[src/rtl/reg_poll_mon_if.sv]
// reg_poll_mon_if
// Simple single-outstanding register bus used between the polling monitor
// (master) and the register bridge (slave).
//   bus_req   : master -> slave, transfer request, held until bus_ack
//   bus_we    : master -> slave, 1 = write, 0 = read
//   bus_addr  : master -> slave, byte address (AW bits)
//   bus_wdata : master -> slave, write data (DW bits)
//   bus_ack   : slave -> master, single-cycle completion pulse
//   bus_rdata : slave -> master, read data, valid while bus_ack = 1
interface reg_poll_mon_if #(
  parameter int AW = 32,
  parameter int DW = 32
) ();

  logic          bus_req;
  logic          bus_we;
  logic [AW-1:0] bus_addr;
  logic [DW-1:0] bus_wdata;
  logic          bus_ack;
  logic [DW-1:0] bus_rdata;

  modport master (
    output bus_req,
    output bus_we,
    output bus_addr,
    output bus_wdata,
    input  bus_ack,
    input  bus_rdata
  );

  modport slave (
    input  bus_req,
    input  bus_we,
    input  bus_addr,
    input  bus_wdata,
    output bus_ack,
    output bus_rdata
  );

endinterface

[src/rtl/reg_poll_mon.sv]
// reg_poll_mon
// Multi-channel register poller. Walks the channels round-robin, reads each
// channel's status register and, when its valid bit is set, reads NWORDS data
// words, clears the status register and queues {channel, packet} in a
// first-word-fall-through output FIFO. Valid packets that arrive while the
// FIFO is full are left uncleared and counted in missCount.
// Ports:
//   rclk, rstn     : clock, asynchronous active-low reset
//   enable         : polling enable (sampled in IDLE and WAIT only)
//   pollingDelay   : idle cycles inserted after each channel poll
//   bus            : register bus master port (reg_poll_mon_if.master)
//   pValid/pReady  : output FIFO head handshake
//   pData, pChan   : head packet (word i at [i*DW +: DW]) and its channel
//   missCount      : saturating count of skipped valid packets
//   fifoLevel      : output FIFO occupancy
module reg_poll_mon #(
  parameter int          NCH       = 2,
  parameter int          NWORDS    = 8,
  parameter int          DW        = 32,
  parameter int          AW        = 32,
  parameter int          DEPTH     = 4,
  parameter logic [31:0] CH_STRIDE = 32'h100,
  parameter logic [31:0] STAT_OFF  = 32'h4,
  parameter logic [31:0] DATA_OFF  = 32'h10,
  localparam int         CW        = (NCH > 1) ? $clog2(NCH) : 1,
  localparam int         LW        = $clog2(DEPTH) + 1
) (
  input  logic                 rclk,
  input  logic                 rstn,
  input  logic                 enable,
  input  logic [31:0]          pollingDelay,
  reg_poll_mon_if.master       bus,
  output logic                 pValid,
  input  logic                 pReady,
  output logic [NWORDS*DW-1:0] pData,
  output logic [CW-1:0]        pChan,
  output logic [15:0]          missCount,
  output logic [LW-1:0]        fifoLevel
);

  localparam int IW = (NWORDS > 1) ? $clog2(NWORDS) : 1;
  localparam int PW = (DEPTH > 1) ? $clog2(DEPTH) : 1;

  typedef enum logic [2:0] {
    IDLE,
    RD_STAT,
    RD_DATA,
    WR_CLR,
    PUSH,
    WAIT
  } state_t;

  state_t               state;
  logic [CW-1:0]        chan_ptr;
  logic [CW-1:0]        next_chan;
  logic [IW-1:0]        word_idx;
  logic [31:0]          delay_cnt;
  logic [NWORDS*DW-1:0] staging;

  logic                 req_q;
  logic                 we_q;
  logic [AW-1:0]        addr_q;
  logic [DW-1:0]        wdata_q;

  logic [AW-1:0]        base_addr;
  logic [AW-1:0]        stat_addr;
  logic [AW-1:0]        data_addr;

  logic [NWORDS*DW-1:0] fifo_data [DEPTH];
  logic [CW-1:0]        fifo_chan [DEPTH];
  logic [PW-1:0]        wr_ptr;
  logic [PW-1:0]        rd_ptr;
  logic                 fifo_full;
  logic                 push;
  logic                 pop;

  assign bus.bus_req   = req_q;
  assign bus.bus_we    = we_q;
  assign bus.bus_addr  = addr_q;
  assign bus.bus_wdata = wdata_q;

  // Register addresses of the channel currently pointed at.
  assign base_addr = AW'(chan_ptr) * AW'(CH_STRIDE);
  assign stat_addr = base_addr + AW'(STAT_OFF);
  assign data_addr = base_addr + AW'(DATA_OFF) + AW'(word_idx) * AW'(DW / 8);

  assign next_chan = (chan_ptr == CW'(NCH - 1)) ? '0 : chan_ptr + CW'(1);

  assign fifo_full = (fifoLevel == LW'(DEPTH));
  assign push      = (state == PUSH);
  assign pop       = pValid && pReady;

  // Polling sequencer. Each bus state first raises the request (entered with
  // req low), then waits for the ack; the request is dropped on the ack edge
  // so every transfer takes at least two cycles and never overlaps the next.
  // The full/miss decision is taken at the status ack, and since only PUSH
  // writes the FIFO while pops only free space, a started packet always fits.
  always_ff @(posedge rclk or negedge rstn) begin
    if (!rstn) begin
      state     <= IDLE;
      chan_ptr  <= '0;
      word_idx  <= '0;
      delay_cnt <= '0;
      staging   <= '0;
      req_q     <= 1'b0;
      we_q      <= 1'b0;
      addr_q    <= '0;
      wdata_q   <= '0;
      missCount <= '0;
    end else begin
      case (state)
        IDLE: begin
          if (enable) state <= RD_STAT;
        end
        RD_STAT: begin
          if (!req_q) begin
            req_q  <= 1'b1;
            we_q   <= 1'b0;
            addr_q <= stat_addr;
          end else if (bus.bus_ack) begin
            req_q <= 1'b0;
            if (bus.bus_rdata[0] && !fifo_full) begin
              word_idx <= '0;
              state    <= RD_DATA;
            end else begin
              if (bus.bus_rdata[0] && (missCount != 16'hFFFF))
                missCount <= missCount + 16'd1;
              chan_ptr  <= next_chan;
              delay_cnt <= pollingDelay;
              state     <= WAIT;
            end
          end
        end
        RD_DATA: begin
          if (!req_q) begin
            req_q  <= 1'b1;
            we_q   <= 1'b0;
            addr_q <= data_addr;
          end else if (bus.bus_ack) begin
            req_q <= 1'b0;
            staging[word_idx*DW +: DW] <= bus.bus_rdata;
            if (word_idx == IW'(NWORDS - 1))
              state <= WR_CLR;
            else
              word_idx <= word_idx + IW'(1);
          end
        end
        WR_CLR: begin
          if (!req_q) begin
            req_q   <= 1'b1;
            we_q    <= 1'b1;
            addr_q  <= stat_addr;
            wdata_q <= '0;
          end else if (bus.bus_ack) begin
            req_q <= 1'b0;
            we_q  <= 1'b0;
            state <= PUSH;
          end
        end
        PUSH: begin
          chan_ptr  <= next_chan;
          delay_cnt <= pollingDelay;
          state     <= WAIT;
        end
        WAIT: begin
          if (delay_cnt == 32'd0)
            state <= enable ? RD_STAT : IDLE;
          else
            delay_cnt <= delay_cnt - 32'd1;
        end
        default: state <= IDLE;
      endcase
    end
  end

  // Output FIFO storage and occupancy. Push and pop in the same cycle both
  // take effect and leave the level unchanged; pointers wrap naturally since
  // DEPTH is a power of two. Storage is reset so the head reads as zero.
  always_ff @(posedge rclk or negedge rstn) begin
    if (!rstn) begin
      for (int i = 0; i < DEPTH; i++) begin
        fifo_data[i] <= '0;
        fifo_chan[i] <= '0;
      end
      wr_ptr    <= '0;
      rd_ptr    <= '0;
      fifoLevel <= '0;
    end else begin
      if (push) begin
        fifo_data[wr_ptr] <= staging;
        fifo_chan[wr_ptr] <= chan_ptr;
        wr_ptr            <= wr_ptr + PW'(1);
      end
      if (pop)
        rd_ptr <= rd_ptr + PW'(1);
      if (push && !pop)
        fifoLevel <= fifoLevel + LW'(1);
      else if (pop && !push)
        fifoLevel <= fifoLevel - LW'(1);
    end
  end

  assign pValid = (fifoLevel != '0);
  assign pData  = fifo_data[rd_ptr];
  assign pChan  = fifo_chan[rd_ptr];

endmodule

[src/flat_wrapper.sv]
// flat-port wrapper written by rule: the top's interface ports become plain ports
module reg_poll_mon_flat 
#(
  parameter int          NCH       = 2,
  parameter int          NWORDS    = 8,
  parameter int          DW        = 32,
  parameter int          AW        = 32,
  parameter int          DEPTH     = 4,
  parameter logic [31:0] CH_STRIDE = 32'h100,
  parameter logic [31:0] STAT_OFF  = 32'h4,
  parameter logic [31:0] DATA_OFF  = 32'h10,
  localparam int         CW        = (NCH > 1) ? $clog2(NCH) : 1,
  localparam int         LW        = $clog2(DEPTH) + 1
)
  (rclk, rstn, enable, pollingDelay, pValid, pReady, pData, pChan, missCount, fifoLevel, bus_bus_req, bus_bus_we, bus_bus_addr, bus_bus_wdata, bus_bus_ack, bus_bus_rdata);
  reg_poll_mon_if #(.AW(AW), .DW(DW)) bus_i ();
  input  logic rclk;
  input  logic rstn;
  input  logic enable;
  input  logic [31:0] pollingDelay;
  output logic pValid;
  input  logic pReady;
  output logic [NWORDS*DW-1:0] pData;
  output logic [CW-1:0] pChan;
  output logic [15:0] missCount;
  output logic [LW-1:0] fifoLevel;
  output wire logic [$bits(bus_i.bus_req)-1:0] bus_bus_req;
  output wire logic [$bits(bus_i.bus_we)-1:0] bus_bus_we;
  output wire logic [$bits(bus_i.bus_addr)-1:0] bus_bus_addr;
  output wire logic [$bits(bus_i.bus_wdata)-1:0] bus_bus_wdata;
  input wire logic [$bits(bus_i.bus_ack)-1:0] bus_bus_ack;
  input wire logic [$bits(bus_i.bus_rdata)-1:0] bus_bus_rdata;
  assign bus_bus_req = bus_i.bus_req;
  assign bus_bus_we = bus_i.bus_we;
  assign bus_bus_addr = bus_i.bus_addr;
  assign bus_bus_wdata = bus_i.bus_wdata;
  assign bus_i.bus_ack = bus_bus_ack;
  assign bus_i.bus_rdata = bus_bus_rdata;
  reg_poll_mon #(.NCH(NCH), .NWORDS(NWORDS), .DW(DW), .AW(AW), .DEPTH(DEPTH), .CH_STRIDE(CH_STRIDE), .STAT_OFF(STAT_OFF), .DATA_OFF(DATA_OFF)) u_core (.rclk(rclk), .rstn(rstn), .enable(enable), .pollingDelay(pollingDelay), .bus(bus_i), .pValid(pValid), .pReady(pReady), .pData(pData), .pChan(pChan), .missCount(missCount), .fifoLevel(fifoLevel));
endmodule
[config.mk]
export PLATFORM = sky130hd
export DESIGN_NAME = reg_poll_mon_flat
export DESIGN_NICKNAME = d
export VERILOG_FILES = /design/src/rtl/reg_poll_mon_if.sv /design/src/rtl/reg_poll_mon.sv /design/src/flat_wrapper.sv
export SDC_FILE = /design/constraint.sdc
export NUM_CORES = 2
export LEC_CHECK = 0
export CAP_MARGIN = 20
export CORE_ASPECT_RATIO = 1.2
export CORE_MARGIN = 4
export CORE_UTILIZATION = 59
export CTS_CLUSTER_DIAMETER = 150
export CTS_CLUSTER_SIZE = 16
export DETAILED_ROUTE_END_ITERATION = 6
export GPL_ROUTABILITY_DRIVEN = 1
export PLACE_DENSITY_LB_ADDON = 0.15
export SLEW_MARGIN = 15
export SYNTH_ARGS = -nofsm -noshare
export SYNTH_HDL_FRONTEND = slang
export SYNTH_SLANG_ARGS = --single-unit
export TNS_END_PERCENT = 100
[constraint.sdc]
create_clock -name rclk -period 3.6 [get_ports rclk]
set_input_delay 0.72 -clock rclk [delete_from_list [all_inputs] [get_ports rclk]]
set_output_delay 0.72 -clock rclk [all_outputs]
set_load 0.02 [all_outputs]
# Word-level counts from Yosys, hierarchy flattened
# Index checks and enable logic that the tools add are counted.
[word_totals] out_inout_bits=343 wordCells=147 register_bits=1380
[op_classes] n_mux=53 eq_ne=25 n_bitwise=3 magnitude_cmp=3 reduce_logical=29 shift=2 add_sub_neg=12
[op_table] op="1024-bit bitwise mux" count=1
[op_table] op="256-bit two-way mux" count=3
[op_table] op="256-bit binary-select mux with 2-bit select" count=1
[op_table] op="256-bit demux with 2-bit select" count=1
[op_table] op="256-bit bitwise mux" count=1
[op_table] op="32-bit by 34-bit variable shift with 256-bit output (first input constant)" count=1
[op_table] op="32-bit by 34-bit indexed part select with 256-bit output" count=1
[op_table] op="32-bit two-way mux" count=6
[op_table] op="32-bit case mux with 3 select lines" count=1
[op_table] op="32-bit case mux with 2 select lines" count=1
[op_table] op="3-bit two-way mux" count=18
[op_table] op="8-bit negation with 34-bit output" count=1
[op_table] op="32-bit by 5-bit adder with 32-bit output" count=1
[op_table] op="32-bit zero test" count=1
[op_table] op="32-bit by 1-bit subtractor with 32-bit output (second input constant)" count=1
[op_table] op="2-bit != test (second input constant)" count=10
[op_table] op="3-bit case mux with 6 select lines" count=1
[op_table] op="16-bit by 1-bit adder with 16-bit output (second input constant)" count=1
[op_table] op="16-bit != test (second input constant)" count=1
[op_table] op="1-bit two-way mux" count=13
[op_table] op="3-bit == test (second input constant)" count=4
[op_table] op="2-bit by 1-bit != test with 1-bit output (second input constant)" count=6
[op_table] op="9-bit by 3-bit adder with 10-bit output (second input constant)" count=1
[op_table] op="9-bit by 5-bit adder with 10-bit output (second input constant)" count=1
[op_table] op="28 further kinds" count=50

# Longest topological paths before layout
[logic_depth] depth_word=7 mapped_depth=10 mapped_depth_nobuf=8

# Worst setup path before layout
# Ideal clock, no wire load.
[synth_timing] path_type="reg2out" startpoint="register u_core.rd_ptr[0]" endpoint="output pData[247]" required_ns=2.880 t_arrival_ns=2.195 n_path_buf=3 slack_ns=0.685 path_stages_with_launch=5 path_cell_list="dfrtp_1 > clkbuf_1 > buf_1 > buf_1 > mux4_2"
[synth_via] elab_chain_cells=4
[synth_rtl] item="start, declared" line_no="reg_poll_mon.sv:72" source="logic [PW-1:0] rd_ptr;"
[synth_rtl] item="start signal, assigned" line_no="reg_poll_mon.sv:195" source="rd_ptr <= rd_ptr + PW'(1);"
[synth_rtl] item="2-bit NOT with 3-bit output (not written as such)" line_no="reg_poll_mon.sv:204" source="assign pData = fifo_data[rd_ptr];"
[synth_rtl] item="256-bit binary-select mux with 2-bit select" line_no="reg_poll_mon.sv:204"
[synth_rtl] item="256-bit two-way mux (not written as such) (2 in a row)" line_no="reg_poll_mon.sv:204"
[synth_rtl] item="end, declared" line_no="flat_wrapper.sv:23" source="output logic [NWORDS*DW-1:0] pData;"
# No other way between the ends. The select of a mux whose other input is x is not followed.

# Final worst setup path
[layout_timing] startpoint="register u_core.rd_ptr[0]" endpoint="output pData[192]"
# The elaborated chain is that of the path after synthesis.

==> qor.csv <==
stage,metric,value,unit
yosys,Netlist cell types,60,
yosys,synthesized area,58100,µm²
yosys,"FF+latch count, synth",1353,
sta,period utilization,0.980,
yosys,"EDFF count, synth",0,
worst_setup_path,startpoint types,flop,
floorplanning,initial core utilization,0.597,
global_routing,GRT Total Usage,0.285,
drt,post-route ant nets,0,
global_routing,initial antenna violation count,18,
cts,cts bufs inserted,94,
sta,Hold Fails Final Rpt,0,
run_status,status,"finished, final reports clean",
floorplanning,die width,294,µm
placed_design,IO buf count,352,
sta,Fmax achieved,0.283,GHz
drt,TritonRoute pass-1 iters,5,
cts,cts hold-fix bufs,0,
sta,RSZ-0062 raised after global routing,yes,
sta,min cycle time layout,3.53,ns
global_routing,first-pass GRT wire length,223000,µm
job,max cap viols,0,
finish,nets@finish,4303,
cts,clk root buf,clkbuf_16,
floorplanning,Die Area,104000,µm²
pwr,static leakage,32.0,nW
pwr,pwr dens,459,nW/µm²
drt,Routed WL per cell,26.4,µm
floorplanning,Ports,412,
worst_setup_path,critical path capture point type,output port,
worst_setup_path,worst-path maximum fanout,14,
cts,H-tree levels,3,
placed_design,Place WS,0.371,ns
worst_setup_path,Setup CP Type,reg2out,
finish,area grow syn2layout,14.3,%
cts,CTS tree,yes,
worst_setup_path,WP data required,2.88,ns
cts,later-pin clock latency in the skew report,0.67,ns
worst_setup_path,data arrival time of the worst path,2.81,ns
cts,clk buf depth,3,
placed_design,"Cell Area, Placed",63800,µm²
global_routing,number of global-route vias before repair,35689,
cts,clock sink count,1353,
yosys,register area share after synthesis,0.583,
placed_design,Placer Congestion,0.832,
sta,setup ws final,0.0716,ns
yosys,synth warn,0,
sta,Slew headroom,0.239,
finish,register area,33900,µm²
worst_setup_path,r2r startpoint,u_core.delay_cnt[0],
min_path,HP Class,in2async,
drt,DRT Wirelength,145000,µm
sta,worst clock skew,0.0265,ns
finish,design area,66400,µm²
finish,fillers,6774,
global_routing,grt ovf,0,
yosys,post-synthesis cell count,3881,
drt,via count,33940,
drt,DR DRC count,0,
cts,"Reg clk slew, reported paths",0.08,ns
sta,Worst Tran Pin Value,1.14,ns
finish,layout cell share with drive strength beyond 1,0.393,
pwr,Peak VDD IR,0.464,mV
yosys,Main synth FF type,dfrtp_1,
floorplanning,Core Region,97300,µm²
placed_design,HPWL Detailed,94400,µm
global_routing,largest net degree at the start of global routing,114,
sta,Pins Over Slew Limit,0,
finish,multi-input gate area in the final layout,22900,µm²
floorplanning,Rows,125,
yosys,Synth async-reset ratio,1.00,
sta,Setup Viol. Count Final,0,
floorplanning,Die H,352,µm
drt,Iter 0 DRT Violations,2165,
drt,Avg Vias per Cell,6.17,
yosys,mean post-synth cell area,15.0,µm²
worst_setup_path,Worst Setup SP,u_core.rd_ptr[0],
==> cells in the final DEF, fill, tap and decap left out, types with 31 or more instances in the layout <==
| cell type | instances |
|---|---|
| a21oi_1 | 31 |
| buf_12 | 49 |
| buf_4 | 98 |
| clkbuf_16 | 97 |
| clkdlybuf4s50_1 | 317 |
| conb_1 | 59 |
| dfrtp_1 | 1351 |
| dlymetal6s2s_1 | 33 |
| inv_1 | 44 |
| mux2_2 | 1132 |
| mux4_2 | 257 |
| nand2_1 | 227 |
| nand3_1 | 44 |
| nor2_1 | 44 |
| o21ai_0 | 192 |
==> metrics by stage <==
step	hold WS [ns]	setup TNS (ns)	util	total power, mW	instances
4_1_cts	0.0605	-0.000333	0.682	30.9	5497
3_3_place_gp	0.478	0	0.656	21.0	5389
5_1_grt	0.0700	-0.00206	0.683	31.7	5497
2_1_floorplan	0.424	0	-	18.9	3939
6_report	0.0458	0	0.683	30.5	5503
3_5_place_dp	0.477	0	0.656	21.0	5389
==> worst paths after layout <==
kind	slack, ns	end	depth (start not counted)
setup / recovery	0.07	pData[192]	4
hold / removal	0.05	u_core.fifo_data[326]	1
setup reg to reg	0.61	u_core.delay_cnt[29]	7
hold reg to reg	0.50	u_core.delay_cnt[20]	1
max in group asynchronous	2.47	u_core.staging[132]	2
min in group rclk	0.50	u_core.delay_cnt[20]	1
==> state kept, by name (all words and copies together), names as in the netlist <==
| signal | flops |
|---|---|
| u_core.bus.bus_addr | 5 |
| u_core.wr_ptr | 2 |
| u_core.missCount | 16 |
| u_core.fifoLevel | 3 |
| u_core.rd_ptr | 2 |
| u_core.bus.bus_we | 1 |
| u_core.word_idx | 3 |
| u_core.state | 3 |
| u_core.chan_ptr | 1 |
| u_core.bus.bus_req | 1 |
| u_core.fifo_chan | 4 |
| u_core.delay_cnt | 32 |
| u_core.fifo_data | 1024 |
| u_core.staging | 256 |
==> synth_stat cells (4+ instances only) <==
cell type / count / area share
dfrtp_1: 1353 / 0.58
mux2_2: 1132 / 0.22
mux4_2: 257 / 0.10
nand2_1: 227 / 0.015
clkbuf_1: 213 / 0.014
o21ai_0: 193 / 0.017
buf_4: 59 / 0.0076
nand3_1: 47 / 0.0040
nor2_1: 45 / 0.0029
inv_1: 44 / 0.0028
buf_1: 38 / 0.0025
a21oi_1: 31 / 0.0027
nor3_1: 30 / 0.0026
and2_1: 27 / 0.0029
and3_1: 15 / 0.0016
o31ai_1: 14 / 0.0018
a31oi_1: 13 / 0.0014
ha_1: 13 / 0.0028
nor4_1: 13 / 0.0014
xor2_1: 12 / 0.0018
nand4_1: 11 / 0.0012
or3_1: 11 / 0.0012
xnor2_1: 10 / 0.0015
or4_1: 8 / 0.0010
nand3b_1: 7 / 0.00090
buf_2: 5 / 0.00043
mux2i_1: 4 / 0.00069
o211ai_1: 4 / 0.00052
==> per-layer routing <==
| metal | up-vias | GRT usage | wire (µm) |
|---|---|---|---|
| li1 | 14592 | - | - |
| met1 | 18242 | 0.393 | 61000 |
| met2 | 887 | 0.462 | 70600 |
| met3 | 213 | 0.0591 | 8870 |
| met4 | 6 | 0.0906 | 4910 |
| met5 | - | 0 | 46 |
==> worst max-delay path: stages, from the launching register on <==
cell and delay (ns):
dfrtp_4 0.53, buf_12 0.24, buf_12 0.20, mux4_2 0.51, clkdlybuf4s50_1 0.65
==> kinds of logic (layout without fill, tap and decap cells) <==
group / after synthesis / count (layout) / synth area share
muxes: 1393 / 1393 / 0.320
DFF: 1353 / 1353 / 0.583
and+or+nand+nor: 455 / 455 / 0.0366
buffers and inverters: 360 / 648 / 0.0273
AOI/OAI and AO/OA: 283 / 283 / 0.0272
xor gates and xnor gates: 22 / 22 / 0.00332
adders and majority gates: 14 / 14 / 0.00314
other: 1 / 65 / 0.0000645
==> power breakdown <==
part | total, mW | internal (mW) | switching (mW)
sequential | 15.6 | 15.4 | 0.225
clock | 9.83 | 4.78 | 5.06
combinational | 5.07 | 2.19 | 2.88
==> layout make-up <==
cell class | instances | area share
Sequential cell | 1353 | 0.510
Multi-Input combinational cell | 2226 | 0.345
Timing Repair Buffer | 501 | 0.0810
Clock buffer | 99 | 0.0367
Tap cell | 1270 | 0.0239
Inverter | 44 | 0.00249
Clock inverter | 4 | 0.000753
Antenna cell | 6 | 0.000226
==> timing repair <==
action | 4_1_cts | 5_1_grt
gates resized for setup | 1 | 35
endpoints found under the setup margin | 218 | 38
buffers inserted | 5 | 0
(Power assumes the default switching activity.)
